$ cat src/rtl/cpu_hazard_pkg.sv
// Shared types for the pipeline hazard controller and the forwarding datapath.
package cpu_hazard_pkg;

   localparam int unsigned REG_ADDR_W = 5;
   localparam int unsigned LU_CNT_W   = 2;

   // Forwarding mux select, also decoded by forwarding_unit.
   typedef enum logic [1:0] {
      FWD_NONE = 2'b00,
      FWD_EX   = 2'b01,
      FWD_MA   = 2'b10,
      FWD_WB   = 2'b11
   } fwd_sel_t;

   typedef enum logic [1:0] {
      IDLE     = 2'b00,
      LU_STALL = 2'b01,
      DIV_BUSY = 2'b10
   } hz_state_t;

   // Pipeline-register and PC control bundle.
   typedef struct packed {
      logic stall_pc;
      logic stall_if_id;
      logic hold_id_ex;
      logic bubble_id_ex;
      logic bubble_ex_ma;
      logic flush_if_id;
      logic div_busy;
   } hz_ctrl_t;

   // True when a written destination supplies the given source operand.
   function automatic logic dest_hits(input logic [REG_ADDR_W-1:0] src,
                                      input logic [REG_ADDR_W-1:0] rd,
                                      input logic                  we);
      return we && (rd == src);
   endfunction

endpackage

$ cat src/rtl/hazard_control_unit_forward_select.sv
// Per-source producer priority comparator: picks the youngest in-flight writer
// of one ID-stage source and flags when that writer is a load.
module forward_select
   import cpu_hazard_pkg::*;
(
   input  logic [REG_ADDR_W-1:0] src_addr_i,
   input  logic                  src_used_i,
   input  logic [REG_ADDR_W-1:0] rd_ex_i,
   input  logic [REG_ADDR_W-1:0] rd_ma_i,
   input  logic [REG_ADDR_W-1:0] rd_wb_i,
   input  logic                  we_ex_i,
   input  logic                  we_ma_i,
   input  logic                  we_wb_i,
   input  logic                  mem_read_ex_i,
   input  logic                  mem_read_ma_i,
   output fwd_sel_t              fwd_sel_o,
   output logic                  lu_ex_o,
   output logic                  lu_ma_o
);

   logic src_live;

   assign src_live = src_used_i && (src_addr_i != '0);

   // EX is the youngest producer, so it wins over MA, which wins over WB.
   always_comb begin
      fwd_sel_o = FWD_NONE;
      lu_ex_o   = 1'b0;
      lu_ma_o   = 1'b0;
      if (src_live) begin
         if (dest_hits(src_addr_i, rd_ex_i, we_ex_i)) begin
            fwd_sel_o = FWD_EX;
            lu_ex_o   = mem_read_ex_i;
         end else if (dest_hits(src_addr_i, rd_ma_i, we_ma_i)) begin
            fwd_sel_o = FWD_MA;
            lu_ma_o   = mem_read_ma_i;
         end else if (dest_hits(src_addr_i, rd_wb_i, we_wb_i)) begin
            fwd_sel_o = FWD_WB;
         end
      end
   end

endmodule

$ cat src/rtl/hazard_control_unit.sv
// Hazard controller for the 5-stage core: forwarding selects, load-use stalls,
// divide stalls and taken-branch flushes.
// Define HAZARD_DIV_STALL_EN to build the multi-cycle divider stall path.
module hazard_control_unit
   import cpu_hazard_pkg::*;
#(
   parameter int unsigned DIV_LATENCY = 32
)
(
   input  logic                  clk,
   input  logic                  reset,
   input  logic [REG_ADDR_W-1:0] rs1_addr_id,
   input  logic [REG_ADDR_W-1:0] rs2_addr_id,
   input  logic                  rs1_used_id,
   input  logic                  rs2_used_id,
   input  logic [REG_ADDR_W-1:0] rd_ex,
   input  logic [REG_ADDR_W-1:0] rd_ma,
   input  logic [REG_ADDR_W-1:0] rd_wb,
   input  logic                  reg_write_enable_ex,
   input  logic                  reg_write_enable_ma,
   input  logic                  reg_write_enable_wb,
   input  logic                  mem_read_ex,
   input  logic                  mem_read_ma,
   input  logic                  div_id,
   input  logic                  branch_taken_ex,
   output logic [1:0]            forward_rs1,
   output logic [1:0]            forward_rs2,
   output logic                  stall_pc,
   output logic                  stall_if_id,
   output logic                  hold_id_ex,
   output logic                  bubble_id_ex,
   output logic                  bubble_ex_ma,
   output logic                  flush_if_id,
   output logic                  div_busy
);

`ifdef HAZARD_DIV_STALL_EN
   localparam int unsigned CNT_W = $clog2(DIV_LATENCY) + 1;
   localparam logic [CNT_W-1:0] DIV_CNT_INIT = CNT_W'(DIV_LATENCY - 2);
`else
   localparam int unsigned CNT_W = LU_CNT_W;
   localparam logic [CNT_W-1:0] DIV_CNT_INIT = '0;
`endif

   hz_state_t        state_q, state_d;
   logic [CNT_W-1:0] stall_cnt_q, stall_cnt_d;
   hz_ctrl_t         ctrl;

   fwd_sel_t fwd_rs1, fwd_rs2;
   logic     rs1_lu_ex, rs1_lu_ma, rs2_lu_ex, rs2_lu_ma;
   logic     lu_hit_ex, lu_hit, div_start;

   forward_select u_fwd_rs1 (
      .src_addr_i    (rs1_addr_id),
      .src_used_i    (rs1_used_id),
      .rd_ex_i       (rd_ex),
      .rd_ma_i       (rd_ma),
      .rd_wb_i       (rd_wb),
      .we_ex_i       (reg_write_enable_ex),
      .we_ma_i       (reg_write_enable_ma),
      .we_wb_i       (reg_write_enable_wb),
      .mem_read_ex_i (mem_read_ex),
      .mem_read_ma_i (mem_read_ma),
      .fwd_sel_o     (fwd_rs1),
      .lu_ex_o       (rs1_lu_ex),
      .lu_ma_o       (rs1_lu_ma)
   );

   forward_select u_fwd_rs2 (
      .src_addr_i    (rs2_addr_id),
      .src_used_i    (rs2_used_id),
      .rd_ex_i       (rd_ex),
      .rd_ma_i       (rd_ma),
      .rd_wb_i       (rd_wb),
      .we_ex_i       (reg_write_enable_ex),
      .we_ma_i       (reg_write_enable_ma),
      .we_wb_i       (reg_write_enable_wb),
      .mem_read_ex_i (mem_read_ex),
      .mem_read_ma_i (mem_read_ma),
      .fwd_sel_o     (fwd_rs2),
      .lu_ex_o       (rs2_lu_ex),
      .lu_ma_o       (rs2_lu_ma)
   );

   // A load in EX forces the longer wait even when the other source hits MA.
   assign lu_hit_ex = rs1_lu_ex | rs2_lu_ex;
   assign lu_hit    = lu_hit_ex | rs1_lu_ma | rs2_lu_ma;

`ifdef HAZARD_DIV_STALL_EN
   assign div_start = div_id;
`else
   logic unused_div_cfg;
   assign div_start      = 1'b0;
   assign unused_div_cfg = ^{div_id, 32'(DIV_LATENCY)};
`endif

   // State and stall counter register.
   always_ff @(posedge clk or posedge reset) begin
      if (reset) begin
         state_q     <= IDLE;
         stall_cnt_q <= '0;
      end else begin
         state_q     <= state_d;
         stall_cnt_q <= stall_cnt_d;
      end
   end

   // Next-state and control decode; reset masks every control output at once.
   always_comb begin
      state_d     = state_q;
      stall_cnt_d = stall_cnt_q;
      ctrl        = '0;
      case (state_q)
         IDLE: begin
            if (branch_taken_ex) begin
               ctrl.flush_if_id  = 1'b1;
               ctrl.bubble_id_ex = 1'b1;
               stall_cnt_d       = '0;
            end else if (lu_hit) begin
               ctrl.stall_pc     = 1'b1;
               ctrl.stall_if_id  = 1'b1;
               ctrl.bubble_id_ex = 1'b1;
               state_d           = LU_STALL;
               stall_cnt_d       = lu_hit_ex ? CNT_W'(1) : '0;
            end else if (div_start) begin
               state_d     = DIV_BUSY;
               stall_cnt_d = DIV_CNT_INIT;
            end
         end
         LU_STALL: begin
            if (branch_taken_ex) begin
               ctrl.flush_if_id  = 1'b1;
               ctrl.bubble_id_ex = 1'b1;
               state_d           = IDLE;
               stall_cnt_d       = '0;
            end else if (stall_cnt_q != '0) begin
               ctrl.stall_pc     = 1'b1;
               ctrl.stall_if_id  = 1'b1;
               ctrl.bubble_id_ex = 1'b1;
               stall_cnt_d       = stall_cnt_q - CNT_W'(1);
            end else begin
               // The consumer issues now; if it is a divide it enters EX here.
               state_d     = div_start ? DIV_BUSY : IDLE;
               stall_cnt_d = div_start ? DIV_CNT_INIT : '0;
            end
         end
`ifdef HAZARD_DIV_STALL_EN
         DIV_BUSY: begin
            ctrl.stall_pc     = 1'b1;
            ctrl.stall_if_id  = 1'b1;
            ctrl.hold_id_ex   = 1'b1;
            ctrl.bubble_ex_ma = 1'b1;
            ctrl.div_busy     = 1'b1;
            if (stall_cnt_q == '0) begin
               state_d = IDLE;
            end else begin
               stall_cnt_d = stall_cnt_q - CNT_W'(1);
            end
         end
`endif
         default: begin
            state_d     = IDLE;
            stall_cnt_d = '0;
         end
      endcase
      if (reset) begin
         ctrl = '0;
      end
   end

   assign forward_rs1  = fwd_rs1;
   assign forward_rs2  = fwd_rs2;
   assign stall_pc     = ctrl.stall_pc;
   assign stall_if_id  = ctrl.stall_if_id;
   assign hold_id_ex   = ctrl.hold_id_ex;
   assign bubble_id_ex = ctrl.bubble_id_ex;
   assign bubble_ex_ma = ctrl.bubble_ex_ma;
   assign flush_if_id  = ctrl.flush_if_id;
   assign div_busy     = ctrl.div_busy;

endmodule

$ cat config.mk
export PLATFORM = sky130hd
export DESIGN_NAME = hazard_control_unit
export DESIGN_NICKNAME = d
export VERILOG_FILES = /design/src/rtl/cpu_hazard_pkg.sv /design/src/rtl/hazard_control_unit_forward_select.sv /design/src/rtl/hazard_control_unit.sv
export SDC_FILE = /design/constraint.sdc
export NUM_CORES = 1
export LEC_CHECK = 0
export CAP_MARGIN = 20
export CORE_MARGIN = 3
export CORE_UTILIZATION = 36
export CTS_CLUSTER_DIAMETER = 30
export DETAILED_ROUTE_END_ITERATION = 16
export MAX_ROUTING_LAYER = met4
export PLACE_DENSITY_LB_ADDON = 0.15
export RECOVER_POWER = 100
export SKIP_CTS_REPAIR_TIMING = 1
export SYNTH_ARGS = -nofsm -noshare
export SYNTH_HDL_FRONTEND = slang
export SYNTH_SLANG_ARGS = --single-unit
$ cat constraint.sdc
create_clock -name clk -period 2.8 [get_ports clk]
set_clock_uncertainty 0.15 [all_clocks]
set_input_delay 0.56 -clock clk [delete_from_list [all_inputs] [get_ports clk]]
set_output_delay 0.56 -clock clk [all_outputs]
set_load 0.02 [all_outputs]
==> insert_results.sql, run 1 <==
INSERT INTO impl_metrics (metric_group, metric, value, unit) VALUES
('run_status', 'outcome', 'complete, but fails checks', ''),
('run_status', 'failed_checks', 'setup timing', ''),
('critical_path', 'worst-endpoint-arrival', '2200', 'ps'),
('routing', 'wire_per_inst', '17.1', 'µm'),
('sta', 'finalMaxSlewViolations', '0', ''),
('cts', 'cts_tree', 'done', ''),
('sta', 'setup_total_negative_slack', '-254', 'ps'),
('worst_hold_path', 'worst_hold_startpoint', 'stall_cnt_q[1]', ''),
('placed_design', 'gp_routability_congestion', '0.876', ''),
('placed_design', 'numPlacedInstances', '187', ''),
('routing', 'drcViolationCount', '0', ''),
('sta', 'hold_viol', '0', ''),
('critical_path', 'end_kind', 'output pin', ''),
('grt', 'grt_remaining_overflow', '0', ''),
('synthesis', 'synth_cells', '93', ''),
('grt', 'antenna_found_initial', '0', ''),
('cts', 'cts_htree_levels', '1', ''),
('synthesis', 'synth_warnings', '0', ''),
('synthesis', 'mapped_avg_cell_area', '7.67', 'µm²'),
('synthesis', 'synth_seq_cells', '3', ''),
('critical_path', 'setup.worst_path.end', 'bubble_id_ex', ''),
('sta', 'timing.fmax', '344', 'MHz'),
('critical_path', 'critPathMaxFanout', '4', ''),
('synthesis', 'netlist_area', '713', 'µm²'),
('pwr', 'power.density_cell_area', '209', 'nW/µm²'),
('grt', 'grt_first_pass_wirelength', '4.36', 'mm'),
('floorplanning', 'die_w', '50.5', 'µm'),
('sta', 'postLayoutSetupSlackWorst', '-105', 'ps'),
('floorplanning', 'dieHeight', '50.5', 'µm'),
('cells_and_area', 'antenna-diode-count', '0', ''),
('synthesis', 'netlist_top_cells_area', 'sky130_fd_sc_hd__xnor2_1, sky130_fd_sc_hd__xor2_1, sky130_fd_sc_hd__dfrtp_1', ''),
('routing', 'postRouteAntennaNets', '0', ''),
('routing', 'drt-initial-drc-count', '35', ''),
('cells_and_area', 'final_core_utilization', '0.854', ''),
('worst_hold_path', 'hp-class', 'flip-flop to flip-flop', ''),
('floorplanning', 'placement_rows', '15', ''),
('synthesis', 'synth_top_area_cell', 'sky130_fd_sc_hd__xnor2_1', ''),
('floorplanning', 'placeableCoreArea', '1800', 'µm²'),
('floorplanning', 'initial_utilization', '0.396', ''),
('cts', 'clock-root-buffer', 'sky130_fd_sc_hd__clkbuf_4', ''),
('cts', 'tritoncts.num_buffers', '3', ''),
('floorplanning', 'design.die.area', '2550', 'µm²'),
('pwr', 'power.total', '0.321', 'mW'),
('critical_path', 'timing.critical_path.from_type', 'input pin', ''),
('placed_design', 'numPortBuffers', '42', ''),
('pwr', 'vdd_ir_drop_max', '0.164', 'mV'),
('cells_and_area', 'final_layout_size_suffix_gt1_frac', '0.417', ''),
('grt', 'largest_net_degree_at_the_start_of_global_routing', '9', ''),
('cells_and_area', 'layout.nets', '205', ''),
('cells_and_area', 'post-route-cell-area', '1540', 'µm²'),
('grt', 'first_global_vias', '975', ''),
('synthesis', 'area_share_of_the_leading_cell_type_in_the_synthesized_netlist', '0.209', ''),
('critical_path', 'worst_r2r_path_depth', '3', ''),
('cells_and_area', 'finish.cell_count_without_fillers', '193', ''),
('cts', 'clkTransAtPathRegs', '30', 'ps'),
('sta', 'ratio_of_final_minimum_period_to_clock_period', '1.04', ''),
('critical_path', 'worst_ep_required_time', '2090', 'ps'),
('critical_path', 'worst_r2r_startpoint', 'state_q[0]', ''),
('cts', 'clock_latency', '230', 'ps'),
('routing', 'drt_pre_antenna_iters', '4', ''),
('critical_path', 'criticalPathCategory', 'input pin to output pin', ''),
('critical_path', 'reg_to_reg_end', 'state_q[0]', ''),
('floorplanning', 'pin_count', '47', ''),
('run', 'cap_violations', '0', ''),
('sta', 'finalSetupViolations', '4', ''),
('cells_and_area', 'filler_cell_count', '104', ''),
('routing', 'route.detailed.vias_per_inst', '5.26', ''),
('placed_design', 'place_hpwl', '2.40', 'mm'),
('routing', 'routed_wl', '3.31', 'mm'),
('synthesis', 'yosys.cell_types.count', '34', ''),
('cts', 'tritoncts_num_sinks', '3', '');
==> logic make-up after synthesis <==
family | count (synthesis) | synth area share
AOI/OAI and AO/OA | 14 | 0.160
xor gates and xnor gates | 30 | 0.368
buffers and inverters | 9 | 0.0684
DFF | 3 | 0.105
muxes | 1 | 0.0140
other | 1 | 0.00526
and+or+nand+nor | 35 | 0.279
==> how the worst min path moves through the flow <==
stage,to,slack [ps],cells past startpoint
final,stall_cnt_q[1],450,2
after global routing,stall_cnt_q[1],470,2
after CTS,stall_cnt_q[1],420,2
after detailed placement,stall_cnt_q[1],400,2
after floorplan,stall_cnt_q[0],160,1
after global placement,stall_cnt_q[1],400,2
==> critical path: stages <==
cell	delay (ps)
sky130_fd_sc_hd__dlymetal6s2s_1	140
sky130_fd_sc_hd__or4_1	520
sky130_fd_sc_hd__o21a_2	270
sky130_fd_sc_hd__nand2_2	80
sky130_fd_sc_hd__o2bb2ai_2	80
sky130_fd_sc_hd__o41a_1	390
sky130_fd_sc_hd__buf_6	140
==> Yosys cell counts (all sizes together) <==
master	instances
nand2b	1
a21oi	1
a31oi	1
or4	2
o41ai	1
o2bb2ai	1
o21a	1
nand3b	1
nand4	4
o41a	1
o31a	2
inv	4
buf	5
nor3b	1
nand2	8
o22ai	3
dfrtp	3
xnor2	17
mux2i	1
nor3	3
a21boi	2
nand3	4
nor2	5
nor4	4
nor4b	1
nor2b	1
xor2	13
o21ai	1
conb	1
==> metrics by stage <==
stage          hold WS, ps  setup WS, ps
2_1_floorplan          164          51.3
3_3_place_gp           396          -769
3_5_place_dp           401          -824
4_1_cts                422          -828
5_1_grt                468          -181
6_report               451          -105
==> metal layers <==
layer / routed length [µm] / up-vias / GRT usage
met1: 1160 / 469 / 0.277
met5: 0 / - / -
met2: 1830 / 72 / 0.409
met3: 313 / 2 / 0.0267
li1: - / 473 / -
met4: 9 / 0 / 0.0628
==> report_power, final <==
part	internal, mW	leakage [nW]	switching (mW)
Sequential	0.0441	0.0418	0.00112
Combinational	0.108	0.718	0.0916
Clock	0.0534	0.0150	0.0225
Total	0.206	0.775	0.115
==> layout make-up <==
type	count	area (µm²)	share of cell area
Inverter	4	15.0	0.00976
Sequential cell	3	75.1	0.0488
Timing Repair Buffer	74	684	0.445
Tap cell	25	31.3	0.0203
Multi-Input combinational cell	83	707	0.459
Clock buffer	4	26.3	0.0171
==> registers in the layout, summed over array words and instances (netlist names) <==
| name | flops |
|---|---|
| state_q | 1 |
| stall_cnt_q | 2 |
(Power assumes the default switching activity.)
==> inputs of run 2 (changes only) <==
CELL_PAD_IN_SITES_DETAIL_PLACEMENT = 2   (was not set)
CELL_PAD_IN_SITES_GLOBAL_PLACEMENT = 2   (was not set)
CORE_UTILIZATION = 18   (was 36)
==> run 2 against run 1 <==
  * The flow still finishes with violations (setup timing)
  * Worst hold slack got worse by 3.1 ps
  * Highest routed layer unchanged
  * Die area increased by 86%
  * Clock power grew 66%
  * Power rose by 16%
  * Critical path type unchanged
  * Sequential share of layout area fell by 0.34 points
  * Largest cell class is now non-clock buffers
  * Largest power group unchanged
  * Sequential power barely moved
  * Design area rose by 7.5%
  * Core utilization decreased by 41 points
==> insert_results.sql, run 2 (same netlist as run 1, synthesis figures left out) <==
INSERT INTO impl_metrics (metric_group, metric, value, unit) VALUES
('run_status', 'outcome', 'complete, but fails checks', ''),
('run_status', 'failed_checks', 'setup timing', ''),
('routing', 'wire_per_inst', '16.5', 'µm'),
('floorplanning', 'design.die.area', '4750', 'µm²'),
('pwr', 'power.density_cell_area', '225', 'nW/µm²'),
('floorplanning', 'placeableCoreArea', '3740', 'µm²'),
('pwr', 'cellLeakagePower', '0.837', 'nW'),
('cts', 'clock-root-buffer', 'sky130_fd_sc_hd__clkbuf_8', ''),
('critical_path', 'worst-endpoint-arrival', '2190', 'ps'),
('cells_and_area', 'layout.nets', '215', ''),
('routing', 'drt-initial-drc-count', '16', ''),
('routing', 'routed_wl', '3.74', 'mm'),
('cts', 'cts_tree', 'done', ''),
('placed_design', 'place_hpwl', '3.09', 'mm'),
('cells_and_area', 'flow.area_growth_from_synthesis', '132', '%'),
('grt', 'first_global_vias', '1141', ''),
('sta', 'finalSetupViolations', '3', ''),
('worst_hold_path', 'timing.hold.worst_path_depth', '2', ''),
('critical_path', 'worst_r2r_path_depth', '3', ''),
('pwr', 'power.total', '0.371', 'mW'),
('placed_design', 'gp_routability_congestion', '0.757', ''),
('sta', 'rsz0062_at_grt', 'true', ''),
('routing', 'postRouteAntennaNets', '0', ''),
('cells_and_area', 'antenna-diode-count', '0', ''),
('cts', 'cts_htree_levels', '1', ''),
('sta', 'hold_viol', '0', ''),
('floorplanning', 'die_w', '68.9', 'µm'),
('floorplanning', 'pin_count', '47', ''),
('cells_and_area', 'final_layout_size_suffix_gt1_frac', '0.438', ''),
('routing', 'drt_pre_antenna_iters', '4', ''),
('cts', 'tritoncts.num_buffers', '3', ''),
('cells_and_area', 'leading_cell_type_in_the_layout_fill_and_taps_excluded', 'sky130_fd_sc_hd__buf_4', ''),
('critical_path', 'timing.critical_path.from_type', 'input pin', ''),
('placed_design', 'dp_slack', '-892', 'ps'),
('placed_design', 'numPortBuffers', '42', ''),
('routing', 'route.detailed.vias_per_inst', '4.50', ''),
('placed_design', 'numPlacedInstances', '217', ''),
('critical_path', 'criticalPathCategory', 'input pin to output pin', ''),
('cts', 'clock_latency', '210', 'ps'),
('floorplanning', 'placement_rows', '22', ''),
('cells_and_area', 'layout_top_registers', 'stall_cnt_q: 2 flops, state_q: 1 flops', ''),
('cts', 'clkTransAtPathRegs', '30', 'ps'),
('cells_and_area', 'layout_common_cells', 'sky130_fd_sc_hd__buf_4, sky130_fd_sc_hd__dlymetal6s2s_1, sky130_fd_sc_hd__xnor2_1', ''),
('sta', 'finalMaxSlewViolations', '0', ''),
('critical_path', 'critPathMaxFanout', '4', ''),
('worst_hold_path', 'worst_hold_startpoint', 'stall_cnt_q[1]', ''),
('pwr', 'vdd_ir_drop_max', '0.141', 'mV'),
('sta', 'post-route-min-period', '2900', 'ps'),
('cts', 'tritoncts_num_sinks', '3', ''),
('critical_path', 'worst_ep_required_time', '2090', 'ps'),
('grt', 'antenna_found_initial', '0', ''),
('grt', 'grt_remaining_overflow', '0', ''),
('critical_path', 'worst_r2r_startpoint', 'state_q[0]', ''),
('cells_and_area', 'finish.cell_count_without_fillers', '226', ''),
('cts', 'clockBufferDepth', '2', ''),
('sta', 'setup_total_negative_slack', '-224', 'ps'),
('grt', 'grt_first_pass_wirelength', '4.86', 'mm'),
('worst_hold_path', 'hp-class', 'flip-flop to flip-flop', ''),
('critical_path', 'startpoint', 'rs1_addr_id[2]', ''),
('sta', 'timing.fmax', '344', 'MHz'),
('grt', 'track_usage', '0.141', ''),
('cells_and_area', 'largest_register_ffs', '2', ''),
('routing', 'number_of_vias_after_detailed_routing', '1016', ''),
('grt', 'largest_net_degree_at_the_start_of_global_routing', '9', ''),
('sta', 'ratio_of_final_minimum_period_to_clock_period', '1.04', ''),
('routing', 'drcViolationCount', '0', ''),
('floorplanning', 'dieHeight', '68.9', 'µm'),
('run', 'cap_violations', '0', ''),
('critical_path', 'end_kind', 'output pin', ''),
('sta', 'postLayoutSetupSlackWorst', '-104', 'ps'),
('floorplanning', 'initial_utilization', '0.191', ''),
('cells_and_area', 'top_register', 'stall_cnt_q', '');
run 2: path summary, 6_finish.rpt:
| check | endpoint | slack, ps |
|---|---|---|
| max | bubble_id_ex | -100 |
| min | stall_cnt_q[1] | 450 |
| max reg2reg | state_q[0] | 1380 |
| min reg2reg | stall_cnt_q[1] | 450 |
| max in group asynchronous | stall_cnt_q[1] | 1780 |
| min in group asynchronous | stall_cnt_q[0] | 580 |
run 2: layout make-up:
| type | count | area (µm²) |
|---|---|---|
| fill | 423 | 2090 |
| timing repair buffer | 84 | 762 |
| multi-input combinational | 83 | 697 |
| sequential | 3 | 75.1 |
| tap | 48 | 60.1 |
| clock buffer | 4 | 45.0 |
| inverter | 4 | 15.0 |
run 2: per-layer routing:
layer	share of wire	track usage	vias up
li1	-	-	492
met1	0.36	0.143	489
met2	0.59	0.298	33
met3	0.037	0.00486	2
met4	0.0051	0.0219	0
met5	0	-	-
run 2: power by group:
| part | total, mW | internal [mW] | switching, mW | leakage, nW |
|---|---|---|---|---|
| combinational | 0.200 | 0.109 | 0.0913 | 0.773 |
| clock | 0.126 | 0.0972 | 0.0289 | 0.0228 |
| sequential | 0.0451 | 0.0441 | 0.000940 | 0.0418 |
| total | 0.371 | 0.250 | 0.121 | 0.837 |
run 2: worst max-delay path: stages:
cell                        delay, ps
sky130_fd_sc_hd__buf_6             90
sky130_fd_sc_hd__or4_4            540
sky130_fd_sc_hd__o21ai_4          250
sky130_fd_sc_hd__nor2_4            70
sky130_fd_sc_hd__o2bb2ai_4        150
sky130_fd_sc_hd__o41a_1           390
sky130_fd_sc_hd__buf_6            140
run 2: metrics by stage:
stage / utilization / cell area (µm²) / hold slack (ps)
global route: 0.442 / 1650 / 483
finish: 0.442 / 1650 / 448
global placement: 0.386 / 1450 / 391
detailed placement: 0.386 / 1450 / 443
CTS: 0.398 / 1490 / 443
floorplan: - / 721 / 164
